<file path="config.mk">
export PLATFORM = sky130hd
export DESIGN_NAME = uart_tx_fifo
export DESIGN_NICKNAME = d
export VERILOG_FILES = /design/src/rtl/dbg_uart_pkg.sv /design/src/rtl/byte_fifo.sv /design/src/rtl/uart_tx_fifo.sv
export SDC_FILE = /design/constraint.sdc
export NUM_CORES = 1
export LEC_CHECK = 0
export BUFFER_PORTS_ARGS = -buffer_cell sky130_fd_sc_hd__buf_2
export CELL_PAD_IN_SITES_DETAIL_PLACEMENT = 1
export CELL_PAD_IN_SITES_GLOBAL_PLACEMENT = 1
export CORE_MARGIN = 2
export CORE_UTILIZATION = 35
export DETAILED_ROUTE_END_ITERATION = 8
export GPL_ROUTABILITY_DRIVEN = 0
export PLACE_DENSITY = 0.62
export SLEW_MARGIN = 20
export SYNTH_ARGS = -nofsm -noshare
export SYNTH_HDL_FRONTEND = slang
export SYNTH_SLANG_ARGS = --single-unit
export TNS_END_PERCENT = 10
</file>
<file path="constraint.sdc">
create_clock -name clk -period 3.1 [get_ports clk]
set_clock_uncertainty 0.05 [all_clocks]
set_input_delay 0.62 -clock clk [delete_from_list [all_inputs] [get_ports clk]]
set_output_delay 0.62 -clock clk [all_outputs]
set_load 0.03 [all_outputs]
</file>
<file path="src/rtl/dbg_uart_pkg.sv">
`default_nettype none
// ============================================================================
//  Module      : dbg_uart_pkg
//  Description : Shared types and constants for the debug-print UART
//                transmitter: transmitter state encoding, bit-time divisor
//                helper and frame length.
//  Revision    : 1.0 - initial release
// ============================================================================
package dbg_uart_pkg;

    // Transmitter line states.
    typedef enum logic [1:0] {
        ST_IDLE  = 2'd0,
        ST_START = 2'd1,
        ST_DATA  = 2'd2,
        ST_STOP  = 2'd3
    } tx_state_e;

    // 8N1 frame: start + 8 data + stop.
    localparam int FRAME_BITS = 10;

    // Clocks per bit, rounded to nearest.
    function automatic int calc_div(input int clk_freq, input int baud);
        return (clk_freq + baud / 2) / baud;
    endfunction

endpackage
`default_nettype wire

</file>
<file path="src/rtl/byte_fifo.sv">
`default_nettype none
// ============================================================================
//  Module      : byte_fifo
//  Description : Synchronous show-ahead FIFO. dout_o presents the head entry
//                whenever empty_o is low; pop_i consumes it.
//  Ports       : clk, rstn      - clock, async active-low reset
//                push_i, din_i  - write strobe and data (ignored when full)
//                pop_i, dout_o  - read strobe (ignored when empty), head data
//                count_o        - occupancy 0..DEPTH
//                full_o/empty_o - occupancy flags
//  Revision    : 1.0 - initial release
// ============================================================================
module byte_fifo #(
    parameter int DEPTH = 16,
    parameter int WIDTH = 8
) (
    input  logic                     clk,
    input  logic                     rstn,
    input  logic                     push_i,
    input  logic [WIDTH-1:0]         din_i,
    input  logic                     pop_i,
    output logic [WIDTH-1:0]         dout_o,
    output logic [$clog2(DEPTH):0]   count_o,
    output logic                     full_o,
    output logic                     empty_o
);

    localparam int PTR_W = $clog2(DEPTH);
    localparam int CNT_W = PTR_W + 1;

    logic [WIDTH-1:0] mem_q [DEPTH];
    logic [PTR_W-1:0] wr_ptr_q;
    logic [PTR_W-1:0] rd_ptr_q;
    logic [CNT_W-1:0] count_q;
    logic             do_push;
    logic             do_pop;

    assign full_o  = (count_q == CNT_W'(DEPTH));
    assign empty_o = (count_q == '0);
    assign do_push = push_i && !full_o;
    assign do_pop  = pop_i && !empty_o;
    assign dout_o  = mem_q[rd_ptr_q];
    assign count_o = count_q;

    // Storage needs no reset; only the pointers/count define validity.
    always_ff @(posedge clk) begin
        if (do_push) begin
            mem_q[wr_ptr_q] <= din_i;
        end
    end

    // Pointers wrap naturally because DEPTH is a power of two; the separate
    // count disambiguates full from empty when the pointers are equal.
    always_ff @(posedge clk or negedge rstn) begin
        if (!rstn) begin
            wr_ptr_q <= '0;
            rd_ptr_q <= '0;
            count_q  <= '0;
        end else begin
            if (do_push) begin
                wr_ptr_q <= wr_ptr_q + 1'b1;
            end
            if (do_pop) begin
                rd_ptr_q <= rd_ptr_q + 1'b1;
            end
            if (do_push && !do_pop) begin
                count_q <= count_q + 1'b1;
            end else if (!do_push && do_pop) begin
                count_q <= count_q - 1'b1;
            end
        end
    end

endmodule
`default_nettype wire

</file>
<file path="src/rtl/uart_tx_fifo.sv">
`default_nettype none
// ============================================================================
//  Module      : uart_tx_fifo
//  Description : Buffered 8N1 UART transmitter. Bytes enter through a
//                valid/ready handshake into a byte FIFO and are shifted out
//                LSB first on a registered, idle-high txd line.
//  Ports       : clk, rstn        - clock, async active-low reset
//                d_tx, vld_tx     - byte and its valid strobe
//                rdy_tx           - FIFO has room
//                txd              - serial line
//                busy             - FIFO non-empty or frame in flight
//                fifo_cnt         - FIFO occupancy
//  Revision    : 1.0 - initial release
// ============================================================================
module uart_tx_fifo
    import dbg_uart_pkg::*;
#(
    parameter int CLK_FREQ   = 100_000_000,
    parameter int BAUD       = 115200,
    parameter int FIFO_DEPTH = 16
) (
    input  logic                          clk,
    input  logic                          rstn,
    input  logic [7:0]                    d_tx,
    input  logic                          vld_tx,
    output logic                          rdy_tx,
    output logic                          txd,
    output logic                          busy,
    output logic [$clog2(FIFO_DEPTH):0]   fifo_cnt
);

    localparam int DIV      = calc_div(CLK_FREQ, BAUD);
    localparam int DIV_W    = (DIV > 1) ? $clog2(DIV) : 1;
    localparam int LAST_BIT = FRAME_BITS - 3;

    localparam logic [DIV_W-1:0] DIV_LAST = DIV_W'(DIV - 1);

    tx_state_e                    state_q;
    logic [DIV_W-1:0]             baud_cnt_q;
    logic [2:0]                   bit_idx_q;
    logic [7:0]                   shift_q;
    logic                         txd_q;

    logic [7:0]                   fifo_dout;
    logic                         fifo_full;
    logic                         fifo_empty;
    logic [$clog2(FIFO_DEPTH):0]  fifo_count;
    logic                         push;
    logic                         pop;
    logic                         baud_end;

    byte_fifo #(
        .DEPTH (FIFO_DEPTH),
        .WIDTH (8)
    ) u_fifo (
        .clk     (clk),
        .rstn    (rstn),
        .push_i  (push),
        .din_i   (d_tx),
        .pop_i   (pop),
        .dout_o  (fifo_dout),
        .count_o (fifo_count),
        .full_o  (fifo_full),
        .empty_o (fifo_empty)
    );

    assign rdy_tx   = !fifo_full;
    assign push     = vld_tx && rdy_tx;
    assign fifo_cnt = fifo_count;
    assign txd      = txd_q;
    assign busy     = (state_q != ST_IDLE) || (fifo_count != '0);
    assign baud_end = (baud_cnt_q == DIV_LAST);

    // A byte is fetched either from idle or on the last clock of a stop bit,
    // so consecutive frames follow with no idle gap.
    assign pop = !fifo_empty &&
                 ((state_q == ST_IDLE) || ((state_q == ST_STOP) && baud_end));

    always_ff @(posedge clk or negedge rstn) begin
        if (!rstn) begin
            state_q    <= ST_IDLE;
            baud_cnt_q <= '0;
            bit_idx_q  <= '0;
            shift_q    <= '0;
            txd_q      <= 1'b1;
        end else if (pop) begin
            shift_q    <= fifo_dout;
            baud_cnt_q <= '0;
            txd_q      <= 1'b0;
            state_q    <= ST_START;
        end else begin
            case (state_q)
                ST_IDLE: begin
                    txd_q      <= 1'b1;
                    baud_cnt_q <= '0;
                end
                ST_START: begin
                    if (baud_end) begin
                        baud_cnt_q <= '0;
                        bit_idx_q  <= '0;
                        txd_q      <= shift_q[0];
                        state_q    <= ST_DATA;
                    end else begin
                        baud_cnt_q <= baud_cnt_q + 1'b1;
                    end
                end
                ST_DATA: begin
                    if (baud_end) begin
                        baud_cnt_q <= '0;
                        if (bit_idx_q == 3'(LAST_BIT)) begin
                            txd_q   <= 1'b1;
                            state_q <= ST_STOP;
                        end else begin
                            // Next bit is driven straight from shift_q[1]
                            // so txd stays a pure register output.
                            shift_q   <= {1'b0, shift_q[7:1]};
                            txd_q     <= shift_q[1];
                            bit_idx_q <= bit_idx_q + 1'b1;
                        end
                    end else begin
                        baud_cnt_q <= baud_cnt_q + 1'b1;
                    end
                end
                ST_STOP: begin
                    if (baud_end) begin
                        baud_cnt_q <= '0;
                        state_q    <= ST_IDLE;
                    end else begin
                        baud_cnt_q <= baud_cnt_q + 1'b1;
                    end
                end
                default: begin
                    txd_q   <= 1'b1;
                    state_q <= ST_IDLE;
                end
            endcase
        end
    end

endmodule
`default_nettype wire

</file>
# == Word-level counts from Yosys, hierarchy flattened ==
# Memories as Yosys holds them, arrays and structs flattened.
# Cells that the tools add are included.
# word_totals
out_inout_bits,8
memories,1
ramBits,128
ff_bits,37
# op_classes
bitwise_logic,1
mux,26
n_eq_ne,14
reduce_logical,28
add_sub_neg,6
# memory_table
name,words,width,read_ports,rd_ports_with_merged_regs,write_ports,line_no,source
u_fifo.mem_q,16,8,1,0,1,byte_fifo.sv:31,logic [WIDTH-1:0] mem_q [DEPTH];
# op_table
cell,count
8-bit 2-to-1 mux,4
10-bit 2-to-1 mux,2
10-bit one-hot mux with 2 select lines,1
"3-bit by 2-bit inequality test with 1-bit output, second input constant",4
"10-bit by 1-bit adder with 10-bit output, second input constant",1
"10-bit == test, second input constant",1
2-bit 2-to-1 mux,5
5-bit 2-to-1 mux,2
5-bit AND reduction,2
2-bit nonzero test,5
3-bit 2-to-1 mux,3
"4-bit by 1-bit adder with 4-bit output, second input constant",2
4-bit nonzero test,2
1-bit logical AND,7
1-bit 2-to-1 mux,6
"2-bit inequality test, second input constant",3
2-bit one-hot mux with 3 select lines,1
3-bit one-hot mux with 2 select lines,1
3-bit AND reduction,2
"5-bit by 1-bit adder with 5-bit output, second input constant",1
"5-bit == test, second input constant",1
5-bit logical NOT,1
5-bit nonzero test,1
"5-bit by 1-bit subtractor with 5-bit output, second input constant",1
other kinds (11),16

# == Depth between registers and ports, before layout ==
# depth
ltp_word,8
mapped_depth,14

# == Cells and area by module ==
# A second synthesis with hierarchy kept.
# hier_totals
hier_cells,458
hier_area_um2,7131.8
# by_module_without_submodules
module,cells_per_inst,n_inst,area_per_inst_um2,seq_area_each_um2
byte_fifo,322,1,5774.3,4169.0
uart_tx_fifo,136,1,1357.6,601.8

# == Least setup slack after synthesis ==
# No wires, ideal clock.
# synth_path
path_type,register -> register
startpoint,"reg u_fifo.count_q[1], in the netlist u_fifo.count_o[1]"
endpoint,"reg u_fifo.count_q[4], in the netlist u_fifo.count_o[4]"
path_stages_with_launch,14
t_arrival_ns,2.989
slack_ns,-0.079
path_cell_list,dfrtp_1 -> or4_4 -> o21a_1 -> a31o_4 -> inv_6 -> buf_12 -> ha_1 -> inv_1 -> fa_1 -> a21o_1 -> a21oi_1 -> xnor2_1 -> nor2_1 -> xor2_1
# synth_via
elab_chain_len,7
elab_cells_between_ends,17
# synth_rtl
item,line_no,source
start: declaration,byte_fifo.sv:34,logic [CNT_W-1:0] count_q;
start signal: assignment,byte_fifo.sv:67,count_q <= count_q + 1'b1;
start signal: assignment,byte_fifo.sv:69,count_q <= count_q - 1'b1;
"parallel branches: the longest is 7 deep, another holds 5-bit by 1-bit subtractor with 5-bit output",--,
# Parallel ways; which one is timed is not known. The select of a mux whose other input is x is not followed.
# A chain may end at the register's enable or synchronous reset.

# == Final worst setup path ==
# layout_path
startpoint,"reg u_fifo.count_q[0], in the netlist u_fifo.count_o[0]"
endpoint,"reg u_fifo.count_q[4], in the netlist u_fifo.count_o[4]"
# Same word-level chain as after synthesis.

==> results.yml <==
finish:
  final_common_cell: "edfxtp_1"
  area_growth_pct: 16.9
  num-nets-final: 498
  antenna_cells: 0
  design_area_um2: 8060
  mostFrequentLayoutCells: "edfxtp_1 (128), nor2_1 (39), nand2_1 (39)"
  nFillCells: 1957
  finalNonFillerCells: 747
  drive_gt1_frac: 0.268
global_route:
  grt_pass1_vias: 4181
  grt_overflow: 0
  grt_max_degree: 38
  grt_pass1_wl_um: 24000
  antenna_found_initial: 0
  track_usage: 0.160
timing:
  hold_violations: 0
  fmax_mhz: 345
  period_share: 0.934
  setup_tns_ns: 0
  slew_viol_final: 0
  setup_violations: 0
  worst_pin_slew_ns: 0.973
  period_minus_slack_ns: 2.90
  relSlewSlack: 0.347
  rsz0062_at_grt: "false"
route:
  drc: 0
  dr.pass1.iters: 4
  dr_wl_met2_um: 8130
  m1WireLength_um: 6210
  wirelength_um: 15000
  dr.max_layer_used: "met4"
  num_vias: 3699
  wl_per_cell_um: 20.1
  drt_iter0_markers: 255
  via_per_inst: 4.95
  met3_length_um: 362
  antenna_left: 0
setup_path:
  worstSetupPathType: "flop to flop"
  required_ns: 3.36
  worst_ep_arrival_time_ns: 3.15
  cp_max_fo: 4
  crit_path_end_kind: "flop"
  cp-start-kind: "flop"
yosys:
  yosysTopAreaCellShare: 0.558
  ys_warn_count: 0
  ys_seq_elements: 165
  netlist_area_um2: 6890
  yosysUniqueCellTypes: 43
  synth-seq-area-share: 0.692
  yosys.area.top_type: "edfxtp_1"
  syn-num-nets: 451
  synth_area_leaders: "edfxtp_1 (56%), dfrtp_1 (13%), mux4_2 (10%), ha_1 (3.1%), nand2_1 (2.1%)"
  syn_area_per_cell_um2: 16.3
  syn-instance-count: 422
power:
  switchingPower_mw: 1.53
  p_int_mw: 4.17
  clock_power_share: 0.371
  pwr-share-seq: 0.482
  power.share.combinational: 0.146
  power_density_nw_per_um2: 707
  vdd_ir_drop_max_mv: 0.389
  p_sw_frac: 0.268
  leakage_nw: 2.90
place:
  hpwl_um: 9960
  place_area_um2: 7400
  portBuffers: 18
  placed_cells: 708
die:
  start_util: 0.355
  die-area_um2: 20800
  io_pins: 19
  core_area_um2: 19400
  die_x_um: 144
  die_h_um: 144
  rows: 51
run_status:
  outcome: "completed"
min_path:
  min_path_type: "input pin to asynchronous set/reset pin"
clock_network:
  path_clk_slew_ns: 0.06
  cts_hold_buf: 0
  cts.sinks: 165
  clockRootBuffer: "clkbuf_16"
  numCtsBuffers: 17
  cts_tree: "built"
  htree_num_levels: 4
  worstSkewPairLatency_ns: 0.43
  clock_path_buffers: 2
flow_run:
  drv_cap: 0
[sequential cells by signal (all words and copies together) (netlist names)]
name,flops
baud_cnt_q,10
bit_idx_q,3
shift_q,8
state_q,2
txd,1
u_fifo.count_o,5
u_fifo.mem_q,128
u_fifo.rd_ptr_q,4
u_fifo.wr_ptr_q,4
[timing repair]
item | CTS | global route
gates resized for setup | 0 | 6
pin swaps | 0 | 4
buffers inserted | 1 | 6
endpoints found under the setup margin | 1 | 2
[final cells by class]
class / count / area [um^2] / area share
multi-input combinational: 230 / 2010 / 0.249
sequential: 165 / 4780 / 0.593
tap: 265 / 332 / 0.0411
timing repair buffer: 47 / 320 / 0.0398
inverter: 8 / 35.0 / 0.00435
clock buffer: 17 / 425 / 0.0528
clock inverter: 15 / 164 / 0.0203
[power by group through the flow]
stage          logic, mW  clock network [mW]  registers [mW]
2_1_floorplan      0.431                   0            2.82
3_3_place_gp       0.725                   0            2.78
3_5_place_dp       0.767                   0            2.80
4_1_cts            0.790                2.16            2.75
5_1_grt            0.925                2.25            2.77
6_report           0.834                2.11            2.75
[worst max-delay path: stages (launching register included)]
cell and delay [ns]:
dfrtp_2 0.40, or4_4 0.55, o21a_1 0.21, a31o_4 0.23, inv_6 0.05, ha_2 0.19
inv_2 0.07, fa_2 0.37, a21o_1 0.18, a21oi_2 0.13, xnor2_1 0.13, nor2_1 0.08
xor2_1 0.14
[through the flow]
stage | util | worst slack [ns] | hold slack (ns) | total power, mW
2_1_floorplan | - | 0.0324 | 0.274 | 3.25
3_3_place_gp | 0.382 | 0.0762 | 0.419 | 3.50
3_5_place_dp | 0.382 | -0.00771 | 0.441 | 3.57
4_1_cts | 0.412 | 0.0164 | 0.286 | 5.70
5_1_grt | 0.415 | 0.0247 | 0.313 | 5.95
6_report | 0.415 | 0.204 | 0.259 | 5.70
[cells by family after synthesis]
group | Yosys count | synth area share
XOR/XNOR | 19 | 0.0241
AO/OA/AOI/OAI | 45 | 0.0465
adder cells (fa/ha/maj) | 18 | 0.0338
multiplexers | 36 | 0.111
buffers and inverters | 27 | 0.0191
AND/OR/NAND/NOR | 112 | 0.0734
flip-flops | 165 | 0.692
[worst paths after layout]
| check | depth (start not counted) | from | slack, ns | to |
|---|---|---|---|---|
| worst min register to register | 1 | baud_cnt_q[0] | 0.44 | baud_cnt_q[0] |
| worst max register to register | 12 | u_fifo.count_o[0] | 0.20 | u_fifo.count_o[4] |
| min in group clk | 1 | baud_cnt_q[0] | 0.44 | baud_cnt_q[0] |
| max in group asynchronous | 1 | rstn | 2.14 | u_fifo.rd_ptr_q[0] |
| worst min-delay path | 1 | rstn | 0.26 | u_fifo.wr_ptr_q[1] |
| worst max-delay path | 12 | u_fifo.count_o[0] | 0.20 | u_fifo.count_o[4] |
[cells in the mapped netlist (all sizes together)]
cell	instances
a21o	2
a21oi	5
a221oi	1
a22o	2
a22oi	14
a31o	1
a31oi	7
and2	3
and3	3
and4	1
and4bb	1
buf	9
clkbuf	10
dfrtp	36
dfstp	1
edfxtp	128
fa	1
ha	17
inv	8
mux2	3
mux2i	1
mux4	32
nand2	39
nand2b	3
nand3	6
nand4	3
nor2	39
nor2b	3
nor3	6
nor3b	1
nor4	1
o211a	1
o21a	1
o21ai	9
o22ai	1
o31ai	1
or3	2
or4	1
xnor2	12
xor2	7
[per-layer routing]
metal | global-route usage | up-vias
met4 | 0.0583 | 0
met1 | 0.185 | 1943
met5 | 0 | -
li1 | - | 1699
met2 | 0.290 | 38
met3 | 0.0358 | 19
Note: power is estimated with default switching activity, not from simulation.
